File: config.mk
export PLATFORM = sky130hd
export DESIGN_NAME = filtro_datapath_flat
export DESIGN_NICKNAME = d
export VERILOG_FILES = /design/src/rtl/filtro_pkg.sv /design/src/rtl/filtro_datapath_if.sv /design/src/rtl/coef_rom.sv /design/src/rtl/filtro_datapath.sv /design/src/flat_wrapper.sv
export SDC_FILE = /design/constraint.sdc
export NUM_CORES = 1
export LEC_CHECK = 0
export ABC_AREA = 0
export BUFFER_PORTS_ARGS = -buffer_cell sky130_fd_sc_hd__buf_4
export CORE_ASPECT_RATIO = 0.6
export CORE_MARGIN = 2
export CORE_UTILIZATION = 45
export DETAILED_ROUTE_END_ITERATION = 8
export SLEW_MARGIN = 20
export SYNTH_ARGS = -nofsm -noshare
export SYNTH_HDL_FRONTEND = slang
export SYNTH_SLANG_ARGS = --single-unit
File: constraint.sdc
create_clock -name clk -period 9.3 [get_ports clk]
set_input_delay 1.86 -clock clk [delete_from_list [all_inputs] [get_ports clk]]
set_output_delay 1.86 -clock clk [all_outputs]
set_load 0.02 [all_outputs]
File: src/rtl/filtro_pkg.sv
// Shared widths, sample/accumulator types and the fixed coefficient set of the filter.
// Default coefficients give y[n] = x[n] + 0.5*x[n-1].
package filtro_pkg;
  localparam int W_DEF    = 16;
  localparam int FRAC_DEF = 8;
  localparam int TAPS_MAX = 16;

  typedef logic signed [W_DEF-1:0]     sample_t;
  typedef logic signed [2*W_DEF+3:0]   acc_t;

  // Q8.8 coefficients: tap 0 = 1.0, tap 1 = 0.5.
  localparam sample_t COEF [0:TAPS_MAX-1] = '{
    16'sh0100, 16'sh0080, 16'sh0000, 16'sh0000,
    16'sh0000, 16'sh0000, 16'sh0000, 16'sh0000,
    16'sh0000, 16'sh0000, 16'sh0000, 16'sh0000,
    16'sh0000, 16'sh0000, 16'sh0000, 16'sh0000
  };
endpackage

File: src/rtl/filtro_datapath_if.sv
// Strobe/sample bus between the cntrl sequencer (master) and the filter datapath (slave).
// No backpressure: every strobe is acted on in the cycle it is seen.
interface filtro_datapath_if #(parameter int W = 16);
  logic signed [W-1:0] u_in;
  logic                leer_u;
  logic                desp;
  logic [3:0]          sel;
  logic                leer;
  logic                rst_acum;
  logic                leer_y;
  logic signed [W-1:0] y;
  logic                y_valid;
  logic                sat;

  modport master (
    output u_in, leer_u, desp, sel, leer, rst_acum, leer_y,
    input  y, y_valid, sat
  );

  modport slave (
    input  u_in, leer_u, desp, sel, leer, rst_acum, leer_y,
    output y, y_valid, sat
  );
endinterface

File: src/rtl/coef_rom.sv
// Combinational coefficient lookup by tap index; taps beyond TAPS read as zero.
// Zero latency, no backpressure.
module coef_rom
  import filtro_pkg::*;
#(
  parameter int W    = W_DEF,
  parameter int TAPS = TAPS_MAX
) (
  input  logic [3:0]          sel,
  output logic signed [W-1:0] coef
);

  always_comb begin
    coef = '0;
    if (32'(sel) < TAPS) coef = W'(COEF[sel]);
  end

endmodule

File: src/rtl/filtro_datapath.sv
// Filter datapath: input register, tapped delay line, one-tap-per-cycle MAC, saturated output.
// leer_y -> y/y_valid one cycle later; no backpressure, all ordering comes from cntrl.
module filtro_datapath
  import filtro_pkg::*;
#(
  parameter int W    = W_DEF,
  parameter int FRAC = FRAC_DEF,
  parameter int TAPS = TAPS_MAX
) (
  input  logic               clk,
  input  logic               rst,
  filtro_datapath_if.slave   bus
);

  localparam int ACC_W = 2*W + 4;
  localparam logic signed [ACC_W-1:0] Y_MAX = ACC_W'({1'b0, {(W-1){1'b1}}});
  localparam logic signed [ACC_W-1:0] Y_MIN = ~Y_MAX;

  logic signed [W-1:0]     u_q, u_d;
  logic signed [W-1:0]     x_q [TAPS];
  logic signed [W-1:0]     x_d [TAPS];
  logic signed [ACC_W-1:0] acc_q, acc_d;
  logic signed [W-1:0]     y_q, y_d;
  logic                    y_valid_q, y_valid_d;
  logic                    sat_q, sat_d;

  logic signed [W-1:0]     coef;
  logic signed [W-1:0]     x_sel;
  logic signed [2*W-1:0]   prod;
  logic signed [ACC_W-1:0] prod_ext;
  logic signed [ACC_W-1:0] acc_s;

  coef_rom #(.W(W), .TAPS(TAPS)) u_coef_rom (
    .sel  (bus.sel),
    .coef (coef)
  );

  // Out-of-range taps select zero, so the product vanishes for sel >= TAPS.
  always_comb begin
    x_sel = '0;
    for (int i = 0; i < TAPS; i++) begin
      if (32'(bus.sel) == i) x_sel = x_q[i];
    end
  end

  assign prod     = (2*W)'(coef) * (2*W)'(x_sel);
  assign prod_ext = ACC_W'(prod);
  assign acc_s    = acc_q >>> FRAC;

  always_comb begin
    u_d = bus.leer_u ? bus.u_in : u_q;
    x_d = x_q;
    if (bus.desp) begin
      x_d[0] = u_q;
      for (int i = 1; i < TAPS; i++) x_d[i] = x_q[i-1];
    end
  end

  always_comb begin
    acc_d = acc_q;
    if (bus.rst_acum && bus.leer) acc_d = prod_ext;
    else if (bus.rst_acum)        acc_d = '0;
    else if (bus.leer)            acc_d = acc_q + prod_ext;
  end

  // Output stage reads the accumulator as it stands before this cycle's update.
  always_comb begin
    y_d       = y_q;
    sat_d     = sat_q;
    y_valid_d = bus.leer_y;
    if (bus.leer_y) begin
      if (acc_s > Y_MAX) begin
        y_d   = {1'b0, {(W-1){1'b1}}};
        sat_d = 1'b1;
      end else if (acc_s < Y_MIN) begin
        y_d   = {1'b1, {(W-1){1'b0}}};
        sat_d = 1'b1;
      end else begin
        y_d = acc_s[W-1:0];
      end
    end
  end

  always_ff @(posedge clk or negedge rst) begin
    if (!rst) begin
      u_q       <= '0;
      for (int i = 0; i < TAPS; i++) x_q[i] <= '0;
      acc_q     <= '0;
      y_q       <= '0;
      y_valid_q <= 1'b0;
      sat_q     <= 1'b0;
    end else begin
      u_q       <= u_d;
      x_q       <= x_d;
      acc_q     <= acc_d;
      y_q       <= y_d;
      y_valid_q <= y_valid_d;
      sat_q     <= sat_d;
    end
  end

  assign bus.y       = y_q;
  assign bus.y_valid = y_valid_q;
  assign bus.sat     = sat_q;

endmodule

File: src/flat_wrapper.sv
// flat-port wrapper written by rule: the top's interface ports become plain ports
module filtro_datapath_flat import filtro_pkg::*;
#(
  parameter int W    = W_DEF,
  parameter int FRAC = FRAC_DEF,
  parameter int TAPS = TAPS_MAX
)
  (clk, rst, bus_u_in, bus_leer_u, bus_desp, bus_sel, bus_leer, bus_rst_acum, bus_leer_y, bus_y, bus_y_valid, bus_sat);
  filtro_datapath_if #(.W(W)) bus_i ();
  input  logic clk;
  input  logic rst;
  input wire logic [$bits(bus_i.u_in)-1:0] bus_u_in;
  input wire logic [$bits(bus_i.leer_u)-1:0] bus_leer_u;
  input wire logic [$bits(bus_i.desp)-1:0] bus_desp;
  input wire logic [$bits(bus_i.sel)-1:0] bus_sel;
  input wire logic [$bits(bus_i.leer)-1:0] bus_leer;
  input wire logic [$bits(bus_i.rst_acum)-1:0] bus_rst_acum;
  input wire logic [$bits(bus_i.leer_y)-1:0] bus_leer_y;
  output wire logic [$bits(bus_i.y)-1:0] bus_y;
  output wire logic [$bits(bus_i.y_valid)-1:0] bus_y_valid;
  output wire logic [$bits(bus_i.sat)-1:0] bus_sat;
  assign bus_i.u_in = bus_u_in;
  assign bus_i.leer_u = bus_leer_u;
  assign bus_i.desp = bus_desp;
  assign bus_i.sel = bus_sel;
  assign bus_i.leer = bus_leer;
  assign bus_i.rst_acum = bus_rst_acum;
  assign bus_i.leer_y = bus_leer_y;
  assign bus_y = bus_i.y;
  assign bus_y_valid = bus_i.y_valid;
  assign bus_sat = bus_i.sat;
  filtro_datapath #(.W(W), .FRAC(FRAC), .TAPS(TAPS)) u_core (.clk(clk), .rst(rst), .bus(bus_i));
endmodule
# ---- Word level (Yosys, flattened, before mapping)
# Memories as Yosys holds them, arrays and structs flattened.
# Cells that the tools add are included.
dict set report classes {
  addsub 1
  n_mul 1
  magnitude_cmp 3
  n_eq_ne 15
  mux 25
  bitwise_logic 1
  reduce_logical 5
}
# op n
set ops {}
lappend ops {{2-to-1 mux 16 bit} 20}
lappend ops {{2-to-1 mux 36 bit} 3}
lappend ops {{adder 36 x 32 -> 36 bit} 1}
lappend ops {{equality test 4 bit, second input constant} 8}
lappend ops {{multiplier 16 x 16 -> 32 bit} 1}
lappend ops {{> comparator 28 x 16 -> 1 bit, second input constant} 1}
lappend ops {{< comparator 28 x 16 -> 1 bit, second input constant} 1}
lappend ops {{equality test 4 x 3 -> 1 bit, second input constant} 4}
lappend ops {{equality test 4 x 2 -> 1 bit, second input constant} 2}
lappend ops {{>= comparator 5 bit, second input constant} 1}
lappend ops {{NOT 4 -> 5 bit} 1}
lappend ops {{equality test 4 x 1 -> 1 bit, second input constant} 1}
lappend ops {{zero test 4 bit} 1}
lappend ops {{nonzero test 3 bit} 1}
lappend ops {{2-to-1 mux 1 bit} 2}
lappend ops {{AND reduction 2 bit} 1}
lappend ops {{nonzero test 2 bit} 1}
lappend ops {{logical AND 1 bit} 1}
dict set report word_totals {
  register_bits 326
  mem_bits_ro 256
  inputBits 27
  out_inout_bits 18
  word_cells 73
  memories 1
}
# name depth width read_ports rd_ports_with_merged_regs wr line_no
set memory_table {}
lappend memory_table {{(name not given)} 16 16 1 0 0 coef_rom.sv:15} ;# if (32'(sel) < TAPS) coef = W'(COEF[sel]);

# ---- Longest topological paths before layout
dict set report logic_depth {
  depth_word 22
  depth_mapped 32
}

# ---- Cells and area by module
# Synthesis repeated with hierarchy kept, for this count alone.
dict set report hier_totals {
  cells_unflattened 2353
  hier_area_um2 25440.6
}
# module n_inst cells_each area_each_um2
set by_module_without_submodules {}
lappend by_module_without_submodules {filtro_datapath 1 2336 25304.3}
lappend by_module_without_submodules {coef_rom 1 17 136.4}

# ---- Worst setup path before layout
# No wires, ideal clock.
dict set report synth_path {
  path_kind {input to register}
  from {input port bus_sel[0]}
  to {register u_core.acc_q[31]}
  setup_ps 142
  arrival_ps 8107
  path_slack_ps 1051
  stages 30
  cell_sequence {buf_2 > nor4_2 > a221oi_1 > o21ai_0 > o21a_4 > inv_1 > fa_1 > inv_1 > ha_1 > ha_1 > ha_1 > ha_1 > ha_1 > ha_1 > nor3_1 > nand2_1 > a2111oi_2 > nor2_1 > a21oi_1 > o21bai_1 > xor2_1 > ha_1 > and3_1 > a211oi_1 > o21ai_0 > o21ai_0 > nand2b_1 > a21oi_1 > xor2_1 > o221ai_1}
}
dict set report synth_via {
  elab_chain_len 22
}
# element line_no
set synth_lines {}
lappend synth_lines {{start: declaration} flat_wrapper.sv:15} ;# input wire logic [$bits(bus_i.sel)-1:0] bus_sel;
lappend synth_lines {{zero test 4 bit} filtro_datapath.sv:42} ;# if (32'(bus.sel) == i) x_sel = x_q[i];
lappend synth_lines {{2-to-1 mux 16 bit (16 in series)} filtro_datapath.sv:42}
lappend synth_lines {{multiplier 16 x 16 -> 32 bit *} filtro_datapath.sv:46} ;# assign prod = (2*W)'(coef) * (2*W)'(x_sel);
lappend synth_lines {{adder 36 x 32 -> 36 bit} filtro_datapath.sv:63} ;# else if (bus.leer) acc_d = acc_q + prod_ext;
lappend synth_lines {{2-to-1 mux 36 bit} filtro_datapath.sv:63}
lappend synth_lines {{2-to-1 mux 36 bit} filtro_datapath.sv:62} ;# else if (bus.rst_acum) acc_d = '0;
lappend synth_lines {{2-to-1 mux 36 bit *} filtro_datapath.sv:61} ;# if (bus.rst_acum && bus.leer) acc_d = prod_ext;
lappend synth_lines {{end signal: assignment} filtro_datapath.sv:88} ;# acc_q <= '0;
lappend synth_lines {{end signal: assignment} filtro_datapath.sv:95} ;# acc_q <= acc_d;
lappend synth_lines {{end: declaration} filtro_datapath.sv:22} ;# logic signed [ACC_W-1:0] acc_q, acc_d;
# Every way passes the cells marked *; elsewhere a longest branch is shown, timed or not. The select of a mux whose other input is x is not followed.
# A chain may end at the register's enable or synchronous reset.

# ---- Worst setup path in the final report
dict set report layout_path {
  from {input port bus_sel[2]}
  to {register u_core.acc_q[31]}
}
# The elaborated chain is that of the path after synthesis.

==> impl_metrics.csv <==
group,metric,value,unit
run_status,status,"finished clean",
power,power_leakage,4.36,nW
global_route,grt_pass1_vias,5640,
placed_design,dpl.hpwl,12500,µm
detailed_routing,drt_iter0_markers,365,
layout,syn2layout_area_growth,10.7,%
sta,fin_crit_sh,93.9,%
logic_synthesis,yosys_warnings,0,
detailed_routing,ant_nets,0,
sta,min_period,8.73,ns
layout,nets,993,
clocking,clk_latency,0.36,ns
logic_synthesis,ys_seq_area_share,33.7,%
sta,rsz0062_at_grt,"no",
global_route,busiest_layer,"met1",
critical_path,startpoint_type,"primary input",
global_route,grt_usage,18.5,%
logic_synthesis,yosys_most_used_dff,"dfrtp_1",
sta,max_freq,115,MHz
logic_synthesis,synthCells,811,
layout,antennaDiodeCount,0,
sta,setup_viol,0,
floorplanning,coreArea,17400,µm²
hold_path,hold_class,"reg -> reg",
logic_synthesis,ys_ff_latch,109,
clocking,cts_sinks,109,
logic_synthesis,synth-async-reset-ratio,100,%
layout,final_common_cell,"ha_1",
detailed_routing,wl,16700,µm
logic_synthesis,synth_edf_count,0,
global_route,grt_pass1_wl,28300,µm
layout,final_cell_mix,"ha_1, dfrtp_1, inv_1, mux2_2, o21ai_0",
critical_path,critPathMaxStageDelay,0.58,ns
clocking,clock-root-buffer,"clkbuf_16",
sta,slew_violations,0,
global_route,overflow,0,
logic_synthesis,synth_area,8110,µm²
floorplanning,die_area,19100,µm²
placed_design,place_ws,0.309,ns
global_route,use_met1,29.2,%
critical_path,cpLargestDelayFamily,"adder cells",
global_route,use_met2,25.8,%
layout,drive_gt1_share,16.8,%
detailed_routing,vias,6019,
clocking,cts_setup_buffers,0,
clocking,ctsHoldBuffers,0,
critical_path,critPathKind,"in -> reg",
critical_path,crit_top_cell,"ha_1",
detailed_routing,post_drt_wl_per_cell,15.5,µm
critical_path,cp-end-kind,"register",
power,max-vdd-ir-drop,110,µV
sta,slew_headroom,40.3,%
global_route,grt_max_degree,62,
placed_design,numPortBuffers,44,
global_route,antenna_found_initial,0,
run,maxCapViolCount,0,
power,power_density,240,nW/µm²
clocking,clockBufferDepth,2,
clocking,clk_pin_slew,0.08,ns
sta,final.setup_skew,0.0106,ns
clocking,ctsResizeCount,0,
sta,hold_viol_final,0,
sta,fin_setup_tns,0,ns
floorplanning,die_h,108,µm
detailed_routing,dr.pass1.iters,5,
logic_synthesis,ys_types,63,
logic_synthesis,synth_simple_gate_area_share,10.5,%
detailed_routing,vias_per_cell,5.59,
critical_path,critPathMaxFanout,13,
floorplanning,die_width,177,µm
critical_path,arrival,8.94,ns
logic_synthesis,syn_nets,966,
critical_path,required,9.51,ns
logic_synthesis,synth_compound_area_share,15.7,%
sta,tightest_slew,0.893,ns
critical_path,critical_path_buf_inv_count,3,
placed_design,gp_congestion,0.880,
floorplanning,initial_core_util,46.6,%
logic_synthesis,synth_fa_ha_area_share,20.5,%
logic_synthesis,syn_avg_cell_area,9.99,µm²
detailed_routing,drc,0,
sta,fin_ws,0.572,ns
clocking,cts_buffers,9,
logic_synthesis,synth_top_family_by_area,"adder cells",
logic_synthesis,synthXorXnorAreaFrac,3.89,%
floorplanning,ioPinCount,45,
floorplanning,row_count,37,
clocking,htreeDepth,3,
global_route,met3_usage,3.20,%
logic_synthesis,muxShareOfSynthArea,11.0,%
critical_path,cp_slowest_cell,"a2111oi_2",
clocking,cts_tree,"built",
-- final timing paths --
| check | start | end | slack [ns] | cells after the start |
|---|---|---|---|---|
| worst max-delay path | bus_sel[2] | u_core.acc_q[31] | 0.57 | 31 |
| worst min-delay path | u_core.bus.sat | u_core.bus.sat | 0.48 | 1 |
| worst max register to register | u_core.x_q[127] | u_core.acc_q[31] | 1.84 | 30 |
| worst min register to register | u_core.bus.sat | u_core.bus.sat | 0.48 | 1 |
| max in group asynchronous | rst | u_core.x_q[238] | 6.53 | 2 |
| min in group asynchronous | rst | u_core.bus.y[15] | 1.50 | 1 |
-- synth_stat cells (4+ instances only) --
cell      count  area [µm²]
nor2_1       34         128
and2_1       31         194
nor3b_1       5        37.5
clkbuf_1     29         109
inv_1        65         244
nor3_1        6        30.0
fa_1          8         160
o21a_1       10        75.1
xor2_1       15         131
o21ai_0      55         275
mux2i_1      14         140
nand4_1       5        31.3
a211oi_1      9        67.6
mux2_2       65         732
xnor2_1      21         184
dfrtp_1     109        2730
or3_1         4        25.0
a21boi_0      5        37.5
ha_1        120        1500
and3_1        4        25.0
nand2b_1      6        37.5
o31a_1        5        43.8
a31oi_1       8        50.1
a21oi_1      36         180
nor4_1        7        43.8
nand3_1       4        20.0
o21bai_1      7        52.6
a21o_1       15         113
nand2_1      41         154
o211ai_1     18         135
-- stage by stage --
stage / hold WS [ns] / instance area (µm²) / power [mW] / utilization [%] / instances
after floorplan: 0.472 / 8110 / 1.47 / - / 811
after global placement: 0.456 / 8640 / 1.72 / 49.7 / 1061
after detailed placement: 0.465 / 8640 / 1.74 / 49.7 / 1061
after CTS: 0.484 / 8970 / 2.17 / 51.5 / 1077
after global routing: 0.526 / 8970 / 2.33 / 51.5 / 1077
final: 0.476 / 8970 / 2.16 / 51.5 / 1077
-- worst reg2reg max path, delay by kind of cell (launching register included) --
kind	cells	cell delay [ns]
adders and majority gates	8	2.53
buffers and inverters	2	0.09
DFF	1	0.40
muxes	1	0.46
xor gates and xnor gates	2	0.39
and+or+nand+nor	6	0.92
AOI/OAI and AO/OA	11	2.53
-- layer usage --
layer,share of wire [%],up-vias
li1,-,2955
met1,56,2956
met4,0.99,0
met3,3.5,13
met2,40,95
met5,0,-
-- cells by family (layout without fill, tap and decap cells) --
kind of cell,Yosys count,count (layout)
AO/OA/AOI/OAI,196,196
XOR/XNOR,36,36
adder cells (fa/ha/maj),128,128
buffers and inverters,99,131
flip-flops,109,109
multiplexers,80,80
AND/OR/NAND/NOR,163,163
-- where the power goes --
part           switching (mW)  internal, mW  total (mW)
registers               0.114         0.608       0.721
logic                   0.556         0.462        1.02
clock network           0.216         0.201       0.417
total                   0.886          1.27        2.16
-- registers in the layout (all words and copies together) (netlist names) --
register and flops:
u_core.u_q 16, u_core.x_q 46, u_core.acc_q 29, u_core.bus.y_valid 1, u_core.bus.y 16, u_core.bus.sat 1
-- area by class of cell --
type | count | area, µm²
Fill cell | 1613 | 8440
Timing Repair Buffer | 49 | 368
Multi-Input combinational cell | 603 | 5010
Clock inverter | 7 | 101
Sequential cell | 109 | 2730
Tap cell | 234 | 293
Inverter | 66 | 248
Clock buffer | 9 | 225
Note: power is estimated with default switching activity, not from simulation.
